### config.mk
export PLATFORM = sky130hd
export DESIGN_NAME = run_seq_gen
export DESIGN_NICKNAME = d
export VERILOG_FILES = /design/src/rtl/run_seq_gen.sv
export SDC_FILE = /design/constraint.sdc
export NUM_CORES = 1
export LEC_CHECK = 0
export CAP_MARGIN = 40
export CORE_UTILIZATION = 40
export CTS_CLUSTER_DIAMETER = 150
export DETAILED_ROUTE_END_ITERATION = 6
export HOLD_SLACK_MARGIN = 0.12
export PLACE_DENSITY = 0.78
export SLEW_MARGIN = 25
export SYNTH_ARGS = -nofsm -noshare
export SYNTH_HDL_FRONTEND = slang
export SYNTH_SLANG_ARGS = --single-unit
### constraint.sdc
create_clock -name Clock -period 1.9 [get_ports Clock]
set_clock_uncertainty 0.2 [all_clocks]
set_input_delay 0.38 -clock Clock [delete_from_list [all_inputs] [get_ports Clock]]
set_output_delay 0.38 -clock Clock [all_outputs]
set_load 0.01 [all_outputs]
### src/rtl/run_seq_gen.sv
`default_nettype none
// ============================================================================
// Module   : run_seq_gen
// Purpose  : Serial run-length stream generator. On an accepted start it
//            emits a run of zero bits followed by a run of one bits, with
//            lengths latched at start, and flags the final bit of each run
//            on `last` (feeds the run detector's run-complete strobe `c`).
// Ports    : Clock    - rising-edge system clock
//            Reset    - asynchronous active-high reset
//            start    - begin a sequence (sampled only in IDLE)
//            zero_len - zero-run length (0 is treated as 1)
//            one_len  - one-run length (0 is treated as 1)
//            loop     - repeat sequence (only with RUN_SEQ_LOOP_EN)
//            w        - serial data bit
//            valid    - w carries a stream bit this cycle
//            last     - final bit of the current run
//            busy     - any state other than IDLE
//            done     - one-cycle pulse after the final one-bit
// Options  : RUN_SEQ_LOOP_EN - adds the `loop` port and back-to-back repeat
// Revision : 1.0 - initial release
// ============================================================================
module run_seq_gen #(
    parameter int CNT_W = 4
) (
    input  logic             Clock,
    input  logic             Reset,
    input  logic             start,
    input  logic [CNT_W-1:0] zero_len,
    input  logic [CNT_W-1:0] one_len,
`ifdef RUN_SEQ_LOOP_EN
    input  logic             loop,
`endif
    output logic             w,
    output logic             valid,
    output logic             last,
    output logic             busy,
    output logic             done
);

    typedef enum logic [1:0] {
        IDLE  = 2'd0,
        ZEROS = 2'd1,
        ONES  = 2'd2,
        DONE  = 2'd3
    } state_t;

    localparam logic [CNT_W-1:0] ONE = CNT_W'(1);

    state_t           state, state_next;
    logic [CNT_W-1:0] cnt, cnt_next;
    logic [CNT_W-1:0] zl_q, zl_next;
    logic [CNT_W-1:0] ol_q, ol_next;
    logic [CNT_W-1:0] zero_len_c;
    logic [CNT_W-1:0] one_len_c;
    logic             loop_go;

    // A zero-length run is still one bit long, so clamp before latching.
    assign zero_len_c = (zero_len == '0) ? ONE : zero_len;
    assign one_len_c  = (one_len  == '0) ? ONE : one_len;

`ifdef RUN_SEQ_LOOP_EN
    assign loop_go = loop;
`else
    assign loop_go = 1'b0;
`endif

    always_ff @(posedge Clock or posedge Reset) begin
        if (Reset) begin
            state <= IDLE;
            cnt   <= '0;
            zl_q  <= '0;
            ol_q  <= '0;
        end else begin
            state <= state_next;
            cnt   <= cnt_next;
            zl_q  <= zl_next;
            ol_q  <= ol_next;
        end
    end

    // Outputs are decoded from state/cnt only, so reset clears them at once
    // and no input reaches an output combinationally.
    always_comb begin
        state_next = state;
        cnt_next   = cnt;
        zl_next    = zl_q;
        ol_next    = ol_q;
        w          = 1'b0;
        valid      = 1'b0;
        last       = 1'b0;
        done       = 1'b0;
        busy       = (state != IDLE);

        case (state)
            IDLE: begin
                if (start) begin
                    zl_next    = zero_len_c;
                    ol_next    = one_len_c;
                    cnt_next   = zero_len_c - ONE;
                    state_next = ZEROS;
                end
            end
            ZEROS: begin
                valid = 1'b1;
                last  = (cnt == '0);
                if (cnt != '0) begin
                    cnt_next = cnt - ONE;
                end else begin
                    cnt_next   = ol_q - ONE;
                    state_next = ONES;
                end
            end
            ONES: begin
                w     = 1'b1;
                valid = 1'b1;
                last  = (cnt == '0);
                if (cnt != '0) begin
                    cnt_next = cnt - ONE;
                end else if (loop_go) begin
                    // Restart straight into the zero run; no DONE gap.
                    cnt_next   = zl_q - ONE;
                    state_next = ZEROS;
                end else begin
                    state_next = DONE;
                end
            end
            DONE: begin
                done       = 1'b1;
                state_next = IDLE;
            end
            default: begin
                state_next = IDLE;
            end
        endcase
    end

endmodule
`default_nettype wire

=== After elaboration in Yosys (flattened, before gate mapping) ===
Cells that the tools add are included.

* Output and inout bits: 5
* Logic and storage cells: 38
* Register bits: 10
* Bits of input ports: 11

* Add/subtract/negate cells: 3
* Reductions and logical operators: 11
* Mux-type cells: 14
* Equal/unequal tests: 7

{| class="wikitable"
|+ Operators by type and width
! operator !! number
|-
| two-way mux 4 bit || 5
|-
| zero test 4 bit || 3
|-
| one-hot mux 4 bit (3 select lines) || 1
|-
| subtractor 4 x 1 -> 4 bit, second input constant || 3
|-
| != test 2 bit, second input constant || 4
|-
| one-hot mux 2 bit (4 select lines) || 1
|-
| two-way mux 2 bit || 3
|-
| AND reduction 3 bit || 2
|-
| equality test 2 bit, second input constant || 2
|-
| two-way mux 1 bit || 4
|-
| nonzero test 4 bit || 1
|-
| nonzero test 3 bit || 1
|-
| equality test 2 x 1 -> 1 bit, second input constant || 1
|-
| zero test 2 bit || 1
|-
| AND reduction 2 bit || 1
|-
| nonzero test 2 bit || 1
|-
| OR reduction 2 bit || 1
|}

=== Longest topological paths before layout ===
Gate-level depths: netlist of run 1.

* Depth after elaboration: 5
* Mapped depth: 6
* Gate-level depth less buffers: 6

=== Worst setup path after synthesis of run 1 ===
Ideal clock, no wire load.

* Path type: reg-to-output
* Start: register cnt[0]
* End: output last
* Slack: 0.052 ns
* Required time: 1.320 ns
* Data arrival time: 1.268 ns
* Buffers on the path: 0
* Stages on the path, launching flop included: 5
* Cell sequence: dfrtp_1 inv_1 ha_1 nor3b_2 and2_1

* Word-level cells in the longest chain between the ends: 2

{| class="wikitable"
|+ RTL lines
! item !! RTL line !! source
|-
| start, declared || 50 || <nowiki>logic [CNT_W-1:0] cnt, cnt_next;</nowiki>
|-
| start signal, assigned || 75 || <nowiki>cnt <= cnt_next;</nowiki>
|-
| zero test 4 bit || 105, 116 ||
|-
| two-way mux 1 bit || n/a ||
|-
| end, declared || 35 || <nowiki>output logic last,</nowiki>
|}

Every way passes these cells.

=== Worst setup path in the final report of run 1 ===
* Start: register cnt[1]
* End: output last

The elaborated chain is that of the path after synthesis.

==> flow_metrics.py, run 1 <==
metrics = {
    "status": {
        "status": "finished with violations",
        "violations": "setup timing",
    },
    "detailed_routing": {
        "drt_iter0_markers": 17,
        "top_layer_used": "met4",
        "met1Wirelength_um": 857,
        "vias_per_cell": 5.16,
        "post-route-drc-count": 0,
        "finalWirelength_um": 2040,
        "drt.antenna.violating_nets": 0,
        "first_pass_iters": 4,
        "met2WireLength_um": 1070,
        "post_drt_wl_per_cell_um": 13.3,
        "dr_wl_met3_um": 72,
        "dr_total_vias": 790,
    },
    "synthesis": {
        "synth_edf_count": 0,
        "ys.flop_type": "dfrtp_1",
        "synthArstFlopShare_pct": 100,
        "syn_avg_cell_area_um2": 9.38,
        "yosys_warnings": 0,
        "yosys.area.top_type": "dfrtp_1",
        "synthDistinctLibCells": 27,
        "ys_ff_latch": 10,
        "synthCells": 84,
        "syn-cell-area_um2": 788,
        "synth.area.top_cells": "dfrtp_1, ha_1, inv_1",
        "ys_seq_area_share_pct": 31.7,
        "yosysTopAreaCellShare_pct": 31.7,
        "synthTopCellsByCount": "inv_1, dfrtp_1, ha_1",
        "synth_most_common_cell": "inv_1",
        "synth_nets": 104,
    },
    "timing": {
        "hold_viol": 0,
        "worst_slack_ps": -93.0,
        "fin_crit_sh_pct": 105,
        "period_minus_slack_ps": 1990,
        "setup_viol": 1,
        "worst_pin_slew_ps": 403,
        "rsz0062_at_grt": "true",
        "timing.slew.headroom_pct": 73.1,
        "fin_tns_setup_ps": -93.0,
        "drv_slew": 0,
        "fmax_mhz": 502,
    },
    "critical_path": {
        "crit_path_end_kind": "primary output",
        "critPathKind": "flop to primary output",
        "cp-start-kind": "flop",
        "critPathSlowestCell": "dfrtp_1",
        "crit_path_cell_trace": "inv_2, ha_4, nor3b_4, and2_1, buf_2",
        "cp_slowest_stage_delay_ps": 390,
        "required_ps": 1320,
        "path_buf_inv": 2,
        "crit_arrival_ps": 1410,
        "cp_max_fo": 2,
        "worst_path_dominant_cell_family": "simple AND/OR/NAND/NOR gates",
    },
    "cells_and_area": {
        "area_growth_pct": 57.6,
        "stdcell_count": 153,
        "fillers": 136,
        "nets": 149,
        "register_area_um2": 250,
        "diodes": 0,
        "drive_gt1_share_pct": 39.1,
        "design_area_um2": 1240,
        "multi_input_comb_area_um2": 537,
    },
    "power": {
        "powerDensity_nw_per_um2": 1920,
        "max-vdd-ir-drop_mv": 1.21,
        "leakage_nw": 0.560,
    },
    "floorplan": {
        "die_x_um": 46.4,
        "rows": 15,
        "start_util_pct": 44.2,
        "die_h_um": 46.4,
        "die-area_um2": 2150,
        "core_um2": 1780,
        "io_pins": 16,
    },
    "grt": {
        "grt_pass1_vias": 820,
        "grt_pass1_wl_um": 3540,
        "grt_overflow_total": 0,
        "antenna_found_initial": 0,
        "grt_max_degree": 11,
        "grtUsageTotal_pct": 23.9,
    },
    "placement": {
        "portBuffers": 15,
        "dp_hpwl_um": 1600,
        "place_area_um2": 1140,
        "place_congestion": 0.829,
        "place_inst": 147,
    },
    "clocking": {
        "cts_hold_buf": 0,
        "cts_buffer_depth": 2,
        "htreeDepth": 1,
        "cts-root-buf": "clkbuf_4",
        "cts.sinks": 10,
        "cts_tree": "yes",
        "clk_latency_ps": 280,
        "numCtsBuffers": 3,
        "clk_pin_slew_ps": 70,
    },
    "job": {
        "drv_cap": 0,
    },
    "hold_path": {
        "worstHoldPathType": "input port to async pin",
    },
}
## flip-flops by register name (all words and copies together) (netlist names)
register,cells
cnt,4
state,2
ol_q,4
## final cells by class
cell class	count	share of cell area [%]
Clock buffer	4	2.92
Sequential cell	10	20.1
Inverter	13	3.93
Timing Repair Buffer	41	27.3
Multi-Input combinational cell	60	43.2
Tap cell	25	2.52
## layout by cell type, fill, tap and decap left out, types with 2 or more instances in the layout
| master | count |
|---|---|
| o21ai_0 | 6 |
| ha_4 | 3 |
| ha_1 | 6 |
| mux2_2 | 4 |
| dfrtp_1 | 10 |
| o31ai_1 | 2 |
| nand2_1 | 2 |
| o22ai_1 | 3 |
| xor2_1 | 2 |
| clkdlybuf4s50_1 | 10 |
| nor3_1 | 5 |
| nor2b_1 | 2 |
| buf_4 | 26 |
| inv_2 | 4 |
| nor2_1 | 3 |
| dlygate4sd2_1 | 2 |
| a21oi_1 | 4 |
| a31oi_1 | 3 |
| inv_1 | 9 |
| clkbuf_4 | 3 |
## per-stage QoR
| stage | setup slack, ps | util [%] | power, W | hold WS [ps] |
|---|---|---|---|---|
| after floorplan | 51.5 | - | 0.00132 | 20.2 |
| after global placement | -139 | 64.2 | 0.00197 | 318 |
| after detailed placement | -268 | 64.2 | 0.00204 | 343 |
| after CTS | -97.7 | 67.7 | 0.00230 | 207 |
| after global routing | -130 | 69.7 | 0.00261 | 246 |
| final | -93.0 | 69.7 | 0.00239 | 181 |
## timing repair
action	4_1_cts	5_1_grt
gates cloned	0	0
hold endpoints to repair	0	0
buffers inserted	0	2
endpoints found under the setup margin	7	8
pin swaps	2	2
resized for setup	18	6
## path summary, 6_finish.rpt
| path | slack [ps] | cells past startpoint | end | startpoint |
|---|---|---|---|---|
| max | -90 | 5 | last | cnt[1] |
| min | 180 | 2 | ol_q[3] | Reset |
| max in group asynchronous | 1030 | 2 | state[1] | Reset |
| min reg2reg | 360 | 1 | ol_q[3] | ol_q[3] |
| min in group Clock | 360 | 1 | ol_q[3] | ol_q[3] |
| max reg2reg | 40 | 8 | cnt[3] | cnt[0] |
## report_power, final
group	internal [W]	switching, W	leakage [nW]	total [W]
Clock	0.000117	0.0000874	0.0210	0.000204
Combinational	0.000943	0.000817	0.421	0.00176
Sequential	0.000331	0.0000924	0.118	0.000423
## layer usage
metal  vias up  global-route usage [%]
met5         -                       0
met1       380                    27.4
met3         5                    4.71
met4         0                    9.41
met2        16                    42.8
li1        389                       -
## cells by family after synthesis
logic type	after synthesis	share of synthesized area (%)
AO/OA/AOI/OAI	25	23.2
XOR/XNOR	3	3.33
adder cells (fa/ha/maj)	9	14.3
buffers and inverters	14	6.83
flip-flops	10	31.7
multiplexers	5	6.98
AND/OR/NAND/NOR	18	13.7
Note: power is estimated with default switching activity, not from simulation.
==> run 2: changes to the inputs <==
--- a/config.mk
+++ b/config.mk
@@ -8,6 +8,7 @@
 export CAP_MARGIN = 40
 export CORE_UTILIZATION = 40
 export CTS_CLUSTER_DIAMETER = 150
+export CTS_CLUSTER_SIZE = 28
 export DETAILED_ROUTE_END_ITERATION = 6
 export HOLD_SLACK_MARGIN = 0.12
 export PLACE_DENSITY = 0.78
==> results of run 2 <==
The final DEF is identical to that of run 1; final timing and power are the same.
